### config.mk
export PLATFORM = sky130hd
export DESIGN_NAME = pc_ras_unit
export DESIGN_NICKNAME = d
export VERILOG_FILES = /design/src/rtl/pc_pkg.sv /design/src/rtl/pc_ras_unit_ras_stack.sv /design/src/rtl/pc_ras_unit.sv
export SDC_FILE = /design/constraint.sdc
export NUM_CORES = 1
export LEC_CHECK = 0
export CAP_MARGIN = 10
export CORE_MARGIN = 2
export CORE_UTILIZATION = 64
export CTS_BUF_LIST = sky130_fd_sc_hd__clkbuf_4 sky130_fd_sc_hd__clkbuf_8
export CTS_CLUSTER_DIAMETER = 100
export DETAILED_ROUTE_END_ITERATION = 6
export PLACE_DENSITY = 0.95
export SLEW_MARGIN = 40
export SYNTH_ARGS = -nofsm -noshare
export SYNTH_HDL_FRONTEND = slang
export SYNTH_SLANG_ARGS = --single-unit
### constraint.sdc
create_clock -name clk -period 6.1 [get_ports clk]
set_input_delay 0.915 -clock clk [delete_from_list [all_inputs] [get_ports clk]]
set_output_delay 0.915 -clock clk [all_outputs]
set_load 0.02 [all_outputs]
### src/rtl/pc_pkg.sv
// Shared defaults and next-pc source selection for the program counter unit.
package pc_pkg;

    localparam int          DEF_PC_W         = 32;
    localparam logic [31:0] DEF_RESET_VECTOR = 32'h0000_0000;
    localparam logic [31:0] DEF_TRAP_VECTOR  = 32'h0000_0080;

    typedef enum logic [2:0] {
        SEL_SEQ,
        SEL_BR,
        SEL_JMP,
        SEL_JR,
        SEL_RET,
        SEL_TRAP
    } pc_sel_e;

endpackage

### src/rtl/pc_ras_unit_ras_stack.sv
// Circular return-address stack: a push while full silently replaces the
// oldest entry, so the newest RAS_DEPTH return addresses are always kept.
module ras_stack #(
    parameter int DEPTH = 8,
    parameter int W     = 32
) (
    input  logic                     clk,
    input  logic                     reset,
    input  logic                     push,
    input  logic                     pop,
    input  logic [W-1:0]             push_data,
    output logic [W-1:0]             top,
    output logic                     full,
    output logic                     empty,
    output logic [$clog2(DEPTH):0]   count
);

    localparam int PTR_W = $clog2(DEPTH);

    logic [W-1:0]     entries [DEPTH];
    logic [PTR_W-1:0] top_ptr_reg, top_ptr_next;
    logic [PTR_W-1:0] wr_ptr;
    logic [PTR_W:0]   count_reg, count_next;
    logic             do_push, do_pop;

    assign full    = (count_reg == (PTR_W+1)'(DEPTH));
    assign empty   = (count_reg == '0);
    assign do_push = push;
    assign do_pop  = pop && !push && !empty;
    // Pointer arithmetic wraps naturally because DEPTH is a power of two.
    assign wr_ptr  = top_ptr_reg + PTR_W'(1);
    assign top     = entries[top_ptr_reg];
    assign count   = count_reg;

    always_comb begin
        top_ptr_next = top_ptr_reg;
        count_next   = count_reg;
        if (do_push) begin
            top_ptr_next = wr_ptr;
            if (!full) begin
                count_next = count_reg + (PTR_W+1)'(1);
            end
        end else if (do_pop) begin
            top_ptr_next = top_ptr_reg - PTR_W'(1);
            count_next   = count_reg - (PTR_W+1)'(1);
        end
    end

    always_ff @(posedge clk) begin
        if (reset) begin
            top_ptr_reg <= '0;
            count_reg   <= '0;
        end else begin
            top_ptr_reg <= top_ptr_next;
            count_reg   <= count_next;
        end
    end

    generate
        for (genvar gi = 0; gi < DEPTH; gi++) begin : g_entry
            always_ff @(posedge clk) begin
                if (do_push && (wr_ptr == PTR_W'(gi))) begin
                    entries[gi] <= push_data;
                end
            end
        end
    endgenerate

endmodule

### src/rtl/pc_ras_unit.sv
// Next-pc generation with stall hold, trap entry and a call/return stack.
// Only the highest-priority request of a cycle acts; the rest are dropped.
module pc_ras_unit
    import pc_pkg::*;
#(
    parameter int              PC_W         = DEF_PC_W,
    parameter int              JIDX_W       = 26,
    parameter int              IMM_W        = 16,
    parameter int              RAS_DEPTH    = 8,
    parameter logic [PC_W-1:0] RESET_VECTOR = PC_W'(DEF_RESET_VECTOR),
    parameter logic [PC_W-1:0] TRAP_VECTOR  = PC_W'(DEF_TRAP_VECTOR)
) (
    input  logic                         clk,
    input  logic                         reset,
    input  logic                         stall,
    input  logic                         trap,
    input  logic                         branch,
    input  logic                         zero,
    input  logic                         jump,
    input  logic                         call,
    input  logic                         ret,
    input  logic                         jr,
    input  logic [JIDX_W-1:0]            jidx,
    input  logic [IMM_W-1:0]             imm,
    input  logic [PC_W-1:0]              jr_target,
    output logic [PC_W-1:0]              pc,
    output logic [PC_W-1:0]              pc_plus,
    output logic                         redirect,
    output logic [$clog2(RAS_DEPTH):0]   ras_depth,
    output logic                         ras_overflow,
    output logic                         ras_underflow
);

    logic [PC_W-1:0] pc_reg, pc_next;
    logic [PC_W-1:0] br_target, jmp_target, ras_top;
    logic            hold, push, pop, ras_full, ras_empty;
    logic            redirect_reg, redirect_next;
    logic            overflow_reg, overflow_next;
    logic            underflow_reg, underflow_next;
    pc_sel_e         sel;

    assign pc_plus    = pc_reg + PC_W'(4);
    assign br_target  = pc_plus + {{(PC_W-IMM_W-2){imm[IMM_W-1]}}, imm, 2'b00};
    assign jmp_target = {pc_plus[PC_W-1:JIDX_W+2], jidx, 2'b00};

    // Priority encoder; stall is not a pc source, so it is carried as hold.
    always_comb begin
        sel            = SEL_SEQ;
        hold           = 1'b0;
        push           = 1'b0;
        pop            = 1'b0;
        overflow_next  = 1'b0;
        underflow_next = 1'b0;
        if (trap) begin
            sel = SEL_TRAP;
        end else if (stall) begin
            hold = 1'b1;
        end else if (ret) begin
            sel            = SEL_RET;
            pop            = !ras_empty;
            underflow_next = ras_empty;
        end else if (jr) begin
            sel = SEL_JR;
        end else if (call || jump) begin
            sel           = SEL_JMP;
            push          = call;
            overflow_next = call && ras_full;
        end else if (branch && zero) begin
            sel = SEL_BR;
        end
    end

    always_comb begin
        pc_next = pc_plus;
        case (sel)
            SEL_TRAP: pc_next = TRAP_VECTOR;
            SEL_RET:  pc_next = ras_empty ? jr_target : ras_top;
            SEL_JR:   pc_next = jr_target;
            SEL_JMP:  pc_next = jmp_target;
            SEL_BR:   pc_next = br_target;
            default:  pc_next = pc_plus;
        endcase
        if (hold) begin
            pc_next = pc_reg;
        end
        redirect_next = !hold && (sel != SEL_SEQ);
    end

    always_ff @(posedge clk) begin
        if (reset) begin
            pc_reg        <= RESET_VECTOR;
            redirect_reg  <= 1'b0;
            overflow_reg  <= 1'b0;
            underflow_reg <= 1'b0;
        end else begin
            pc_reg        <= pc_next;
            redirect_reg  <= redirect_next;
            overflow_reg  <= overflow_next;
            underflow_reg <= underflow_next;
        end
    end

    ras_stack #(
        .DEPTH (RAS_DEPTH),
        .W     (PC_W)
    ) u_ras (
        .clk       (clk),
        .reset     (reset),
        .push      (push),
        .pop       (pop),
        .push_data (pc_plus),
        .top       (ras_top),
        .full      (ras_full),
        .empty     (ras_empty),
        .count     (ras_depth)
    );

    assign pc            = pc_reg;
    assign redirect      = redirect_reg;
    assign ras_overflow  = overflow_reg;
    assign ras_underflow = underflow_reg;

endmodule

== Word-level counts from Yosys, hierarchy flattened ==
Memories as Yosys holds them, arrays and structs flattened. A register that Yosys moved wholly into a read port is not among the register bits.
Index checks and enable logic that the tools add are counted.

* Memories: 1
* Latch bits: 0
* RAM bits: 256
* Word-level logic and storage cells: 122
* Output and inout bits: 71
* Register bits after elaboration: 42
* ROM bits: 0
* Input port bits: 84

{| class="wikitable"
|+ Memories
! memory !! depth !! width !! rd ports !! clocked after Yosys merged registers in !! wr ports !! RTL line !! RTL
|-
| u_ras.entries || 8 || 32 || 1 || 1 || 1 || pc_ras_unit_ras_stack.sv:20 || <nowiki>logic [W-1:0] entries [DEPTH];</nowiki>
|}

* Mux-type cells: 62
* Order comparisons: 0
* Reduce and logical (&&, ||, !) cells: 31
* $mul: 0
* Add/sub/neg operators: 6
* Eq/ne operators: 14
* Bitwise gates (word level): 2
* Div/mod/pow operators: 0
* Shift operators: 0

{| class="wikitable"
|+ Operators with widths
! operator !! number
|-
| two-way mux 32 bit || 8
|-
| OR reduction 32 bit || 7
|-
| one-hot mux 32 bit (5 select lines) || 1
|-
| two-way mux 3 bit || 14
|-
| two-way mux 1 bit || 34
|-
| adder 32 x 3 -> 32 bit, second input constant || 1
|-
| adder 32 bit || 1
|-
| equality test 3 bit, second input constant || 6
|-
| logical AND 1 bit || 13
|-
| equality test 3 x 2 -> 1 bit, second input constant || 4
|-
| two-way mux 4 bit || 3
|-
| equality test 3 x 1 -> 1 bit, second input constant || 2
|-
| OR reduction 6 bit || 1
|-
| adder 4 x 1 -> 4 bit, second input constant || 1
|-
| equality test 4 bit, second input constant || 1
|-
| logical NOT 4 bit || 1
|-
| two-way mux 2 bit || 2
|-
| OR reduction 4 bit || 1
|-
| subtractor 4 x 1 -> 4 bit, second input constant || 1
|-
| adder 3 x 1 -> 3 bit, second input constant || 1
|-
| logical NOT 1 bit || 3
|-
| logical NOT 3 bit || 1
|-
| nonzero test 3 bit || 1
|-
| subtractor 3 x 1 -> 3 bit, second input constant || 1
|-
| 5 further kinds || 6
|}

== Longest topological paths before layout ==
* Depth after elaboration: 17
* Depth in mapped cells: 16
* Depth with buffers taken out: 15

== Cells and area by module ==
A second synthesis with hierarchy kept.

* Cell total of the unflattened synthesis: 1060
* Area total of the unflattened synthesis: 14792.9 um2

{| class="wikitable"
|+ Modules (own cells, without submodules)
! module !! instances !! seq. area each (um2) !! area an instance (um2) !! cells an instance
|-
| ras_stack || 1 || 7887.6 || 10203.5 || 443
|-
| pc_ras_unit || 1 || 700.7 || 4589.4 || 617
|}

== Worst setup path before layout ==
OpenSTA, ideal clock, no wires.

* Path kind: reg2reg
* From: register pc_reg[4], in the netlist pc[4]
* To: register pc_reg[25], in the netlist pc[25]
* Setup time: 0.086 ns
* Setup slack: 2.046 ns
* Clock period less this slack: 4.054 ns
* Arrival time: 3.969 ns
* Cell stages (with the launch flop): 16
* Required time: 6.014 ns
* Buffers on the path: 3
* Path through: dfxtp_1 > and4_1 > buf_4 > and4_2 > clkbuf_1 > nand2_1 > xnor2_1 > ha_1 > buf_2 > a221oi_1 > nor2_1 > a21oi_1 > nor3_1 > a2111oi_2 > a31oi_1 > a211oi_1

* Cells in the longest elaborated chain, start to end: 3

{| class="wikitable"
|+ RTL lines
! what !! RTL line !! RTL
|-
| start: declaration || pc_ras_unit.sv:34 || <nowiki>logic [PC_W-1:0] pc_reg, pc_next;</nowiki>
|-
| start signal: assignment || pc_ras_unit.sv:96 || <nowiki>pc_reg <= pc_next;</nowiki>
|-
| adder 32 x 3 -> 32 bit || pc_ras_unit.sv:42 || <nowiki>assign pc_plus = pc_reg + PC_W'(4);</nowiki>
|-
| named net pc_plus[19] || pc_ras_unit.sv:27 || <nowiki>output logic [PC_W-1:0] pc_plus,</nowiki>
|-
| adder 32 bit || pc_ras_unit.sv:43 || <nowiki>assign br_target = pc_plus + {{(PC_W-IMM_W-2){imm[IMM_W-1]}}, imm, 2'b00};</nowiki>
|-
| one-hot mux 32 bit (5 select lines) || pc_ras_unit.sv:75 || <nowiki>case (sel)</nowiki>
|}

The timed path passes the listed nets, and every way through them passes these cells.
A chain may end at the register's enable or synchronous reset.

== Final worst setup path ==
* From: register pc_reg[4], in the netlist pc[4]
* To: output pc_plus[28]

* Cells in the longest elaborated chain, start to end: 1

{| class="wikitable"
|+ RTL lines
! what !! RTL line
|-
| adder 32 x 3 -> 32 bit || pc_ras_unit.sv:42
|-
| end: declaration || pc_ras_unit.sv:27
|}

No other way between the ends.

==> results.md <==
- Status: finished clean
- Initial antenna violation count: 0
- Fmax: 210.9 MHz
- CP max FO: 11
- Antenna cells: 0
- Rel. slew slack: 43.17%
- Clock root cell: clkbuf_8
- Post-route DRC violation count: 0
- First-pass GRT wire length: 66,720 um
- Die W: 156.8 um
- Fin. Hold Viols: 0
- Max reg flops: 256
- Routed WL per cell: 27.60 um
- Yosys warning count: 0
- Die Area: 24,590 um^2
- Cell Area, Synth: 14,940 um^2
- Dpl cell area: 16,940 um^2
- Setup CP Type: reg -> out
- Post-route design area: 17,980 um^2
- Die Ht: 156.8 um
- Asr flop ratio synth: 0%
- Longest Clk Path Bufs: 3
- Core ar.: 22,780 um^2
- Layer with the highest usage: met2
- Setup Fix Bufs, Post-CTS: 0
- FP Rows: 55
- Worst path max stage delay: 0.75 ns
- Cells on worst reg2reg path: 14
- H-tree Lvls: 2
- Hold-critical path depth: 2
- Synth unique cells: 77
- Cells along the critical path: and4_1 > nand2_1 > nor2_1 > nand4_1 > nor2_1 > xor2_1 > clkdlybuf4s50_1
- Fin Setup TNS: 0 ns
- CP most frequent cell: nor2_1
- Critical Path RT: 5.18 ns
- First-pass DRT Iterations: 5
- Hold Crit Class: reg -> reg
- Unrepaired setup endpoints after global routing: no
- Routed via count: 11,300
- Layout area overhead: 20.29%
- IO Pins: 155
- Clock sink count: 301
- Worst slew pin tran: 0.8392 ns
- Critical Path Slowest Stage Cell: clkdlybuf4s50_1
- Fin crit period: 4.742 ns
- ANT nets after route: 0
- Vias in the first global route: 11,270
- Post-Syn Instances: 1,127
- Grt ovf: 0
- Setup Viol. Count Final: 0
- Hold-fix buffers, CTS: 0
- Nets: 1,431
- Final wirelength: 45,570 um
- Fill cells: 1,345
- Initial core utilization: 65.61%
- Seq/Total Area, Yosys: 57.47%
- CTS tree: built
- Syn avg cell area: 13.26 um^2
- PwrDens: 263.8 nW/um^2
- Worst endpoint data arrival time: 3.83 ns
- DP Cell Count: 1,564
- Seq cells post-synth: 301
- Number of synthesized flops with an enable pin: 256
- P_leak: 6.144 nW
- Crit share post-route: 77.73%
- Max-Cap Viols: 0
- Worst setup SP type: flop
- DR iter-0 viols: 1,524
- Gpl congestion: 0.9893
- Synth Flop Type: edfxtp_1
- Post-DP HPWL: 30,850 um
- Final max-slew violation count: 0
- VDD IR max: 0.2215 mV
- Share of cells above drive strength 1: 16.97%
- Clock Pin Slew Worst Setup and Hold Paths: 0.07 ns
- TritonCTS buffer count: 48
- Met2 usage: 58.81%
- Clock skew: 0.03482 ns
- Met3 Resource Use GR: 9.166%
- Met1 usage: 49.27%
- Overall Global Routing Usage: 37.29%
- Final Util: 78.92%
- Setup crit end kind: output port
- Cts repair resizes: 0
- Synthesized Nets: 1,257
- Largest net degree at the start of global routing: 33
- Fin cells: 1,651
- Port Buffers: 154
- Vias per cell: 6.841
- Tot Pwr: 4.741 mW
- Clk_lat worst skew: 0.58 ns
==> power by group <==
group,internal (mW),switching [mW],leakage [nW],total [mW]
sequential,2.26,0.0438,2.74,2.31
combinational,0.285,0.418,2.88,0.703
clock,0.952,0.781,0.522,1.73
total,3.50,1.24,6.14,4.74
==> cell type report <==
type,count,area [um^2],area share [%]
clock inverter,12,60.06,0.3341
clock buffer,75,913.4,5.081
sequential,301,8594,47.81
tap,313,391.6,2.179
inverter,17,63.81,0.3550
timing repair buffer,183,1754,9.758
multi-input combinational,750,6198,34.48
==> worst paths after layout <==
check	start	end	slack (ns)
max reg2reg	pc[4]$_SDFFE_PP0N_	pc[16]$_SDFFE_PP0N_	1.63
min reg2reg	pc[14]$_SDFFE_PP0N_	pc[14]$_SDFFE_PP0N_	0.53
max	pc[4]$_SDFFE_PP0N_	pc_plus[28]	1.36
min	pc[14]$_SDFFE_PP0N_	pc[14]$_SDFFE_PP0N_	0.53
==> critical path, delay by kind of cell, from the launching register on <==
kind	cells	cell delay [ns]
AND/OR/NAND/NOR	5	1.28
buffers and inverters	1	0.75
XOR/XNOR	1	0.70
flip-flops	1	0.53
==> synth_stat cells, types with 6 or more instances <==
cell / instances / area [um^2]
a211oi_1: 12 / 90.09
buf_2: 19 / 95.09
o211ai_1: 16 / 120.1
inv_1: 17 / 63.81
and4_1: 9 / 78.83
o21a_1: 6 / 45.04
ha_1: 44 / 550.5
a31oi_1: 13 / 81.33
clkbuf_1: 29 / 108.9
nor3_1: 20 / 100.1
o21ai_0: 68 / 340.3
and2_1: 12 / 75.07
nand4_1: 13 / 81.33
mux2i_1: 35 / 350.3
nor2b_1: 7 / 43.79
a221oi_1: 25 / 219.0
a21o_1: 9 / 67.56
xnor2_1: 33 / 289.0
edfxtp_1: 256 / 7687
nand3_1: 22 / 110.1
and3_1: 12 / 75.07
nand2_1: 79 / 296.5
a21oi_1: 70 / 350.3
mux4_2: 62 / 1396
nor2_1: 72 / 270.3
buf_4: 7 / 52.55
dfxtp_1: 45 / 900.9
or3_1: 7 / 43.79
xor2_1: 19 / 166.4
==> layout by cell type (no fill, tap or decap), drive strengths merged, types with 9 or more instances in the layout <==
master / n
buf: 30
nor2: 72
nand3: 23
mux2i: 35
a221oi: 25
o211ai: 17
a31oi: 13
clkdlybuf4s50: 153
clkbuf: 75
o21ai: 69
ha: 44
and2: 12
and4: 12
dfxtp: 45
xnor2: 33
nand2: 79
mux4: 62
nor3: 20
edfxtp: 256
a21o: 9
clkinv: 10
xor2: 19
a211oi: 12
nand4: 13
inv: 18
a21oi: 70
and3: 13
==> metal layers <==
metal / part of all wire, % / up-vias
met3: 12 / 146
met1: 38 / 5501
li1: - / 4820
met4: 4.4 / 0
met5: 0 / -
met2: 46 / 828
==> logic make-up (layout without fill, tap and decap cells) <==
group           count (synthesis)  in the layout  share of synthesized area [%]
fa+ha+maj                      46             46                          3.952
mux                           101            101                          11.99
compound gates                273            273                          12.04
flops                         301            301                          57.47
xor+xnor                       52             52                          3.048
simple gates                  278            278                          9.235
buf+inv                        76            287                          2.269
==> metrics by stage <==
step	hold slack, ns	worst slack [ns]
after floorplan	0.5103	2.046
after global placement	0.4947	1.674
after detailed placement	0.5155	1.682
after CTS	0.5241	1.484
after global routing	0.5872	1.209
final	0.5325	1.358
Note: power is estimated with default switching activity, not from simulation.
==> RTL change, RTL diff (config.mk and constraints unchanged) <==
Make the reset (`reset`) asynchronous in 2 clocked blocks.
--- a/src/rtl/pc_ras_unit_ras_stack.sv
+++ b/src/rtl/pc_ras_unit_ras_stack.sv
@@ -47,5 +47,5 @@
     end
 
-    always_ff @(posedge clk) begin
+    always_ff @(posedge clk or posedge reset) begin
         if (reset) begin
             top_ptr_reg <= '0;
--- a/src/rtl/pc_ras_unit.sv
+++ b/src/rtl/pc_ras_unit.sv
@@ -87,5 +87,5 @@
     end
 
-    always_ff @(posedge clk) begin
+    always_ff @(posedge clk or posedge reset) begin
         if (reset) begin
             pc_reg        <= RESET_VECTOR;
Function: differs if reset is asserted again (counterexample within 4 cycles, from zero or initial values and one cycle with reset high); with reset held inactive, the same outputs for 4 cycles.
==> RTL change against the unedited design <==
Global-route usage shrank 2.6 points. Sequential cell count decreased by 3. Register-to-register slack got worse by 0.48 ns. Synthesized area grew 0.35%. Critical path depth is the same. Design area decreased by 0.50%. Non-clock buffer count is 5 lower. Utilization shrank 2.0 points. Wire length is 6.2% lower. Synthesized cell count fell by 5.8%. Setup slack worse by 0.26 ns. Critical path type unchanged.
Power is not compared: it rests on default switching activity, and its combinational part moved more than twofold at a synthesized area within 25%.
==> RTL change: results (changes against the unedited design) <==
Global route
  – Largest net degree at the start of global routing: 43 (was 33)
  – First-pass GRT wire length: 63200 µm (was 66700 µm)

Detailed routing
  – 1st-iter DRT viols: 1342 (was 1524)
  – Drt via density: 6.89 (was 6.84)
  – Final wirelength: 42800 µm (was 45600 µm)
  – First-pass DRT Iterations: 6 (was 5)

Final layout
  – Fin nets: 1364 (was 1431)
  – Layout cells sized above 1: 18.2% (was 17.0%)
  – Fillcell total: 1325 (was 1345)

Logic synthesis
  – Share of flip-flops with an asynchronous set or reset: 14.1% (was 0%)
  – Syn nets: 1191 (was 1257)
  – Synth Area in Compound Gates: 11.1% (was 12.0%)
  – Dominant cells by area after synthesis: edfxtp_1 51%, mux4_2 9.0%, dfrtp_1 7.0% (was edfxtp_1 51%, mux4_2 9.3%, dfxtp_1 6.0%)
  – Synth cell types: 91 (was 77)
  – Xor and xnor fraction of the mapped netlist area: 2.97% (was 3.05%)
  – Top cells by count, synth: 256 x edfxtp_1, 83 x a21oi_1, 63 x nor2_1 (was 256 x edfxtp_1, 79 x nand2_1, 72 x nor2_1)
  – Adder-cell area share of the yosys netlist: 3.85% (was 3.95%)

Timing
  – Relative slew slack: 42.5% (was 43.2%)
  – Skew final: 0.0379 ns (was 0.0348 ns)

Clock tree
  – CTS buffer count: 46 (was 48)
  – Clk Latency, worst-skew pair: 0.60 ns (was 0.58 ns)

Setup path
  – Worst EP arrival: 4.08 ns (was 3.83 ns)
  – Critical-path maximum fanout: 12 (was 11)

Placed design
  – Detailed placement HPWL: 28100 µm (was 30800 µm)

Status
  – Run status: finished, final reports clean (unchanged)
-- RTL change: cell count changes after synthesis, moves of 11 or more --
cell      change
dfxtp_1      -45
dfrtp_1      +42
nand2_1      -21
o21ai_0      -20
a221oi_1     -15
a21oi_1      +13
nor3_1       -12
clkbuf_1     -11
-- RTL change: final timing paths --
path	start	slack [ns]	cells past startpoint	end
worst max-delay path	pc[2]	1.10	7	pc_plus[22]
worst min-delay path	pc[8]	0.61	1	pc[8]
worst max register to register	pc[2]	1.15	14	pc[31]
worst min register to register	pc[8]	0.61	1	pc[8]
max in group asynchronous	reset	4.85	2	u_ras.top_ptr_reg[0]
min in group asynchronous	reset	0.75	2	pc[1]
-- RTL change: layout make-up --
cell class / instances / area (µm²) / share of cell area [%]
Multi-Input combinational cell: 685 / 5980 / 33.4
Timing Repair Buffer: 178 / 1730 / 9.66
Inverter: 26 / 100 / 0.560
Clock buffer: 63 / 761 / 4.25
Tap cell: 319 / 399 / 2.23
Sequential cell: 298 / 8750 / 48.9
Clock inverter: 22 / 173 / 0.965
-- RTL change: routing by layer --
layer | share of wire, % | GRT usage [%] | vias up
met1 | 36 | 47.1 | 5327
met2 | 46 | 54.2 | 893
met5 | 0 | 0 | -
met4 | 4.6 | 14.1 | 0
li1 | - | - | 4546
met3 | 13 | 9.11 | 195
-- RTL change: per-stage QoR --
step	hold WS (ns)	std cells	setup WS (ns)	utilization, %	power [µW]
2_1_floorplan	0.637	1062	2.08	-	4170
3_3_place_gp	0.545	1504	1.47	72.1	4780
3_5_place_dp	0.572	1505	1.27	72.3	4860
4_1_cts	0.598	1590	1.03	76.3	6550
5_1_grt	0.611	1591	0.786	76.9	6850
6_report	0.606	1591	1.10	76.9	6600
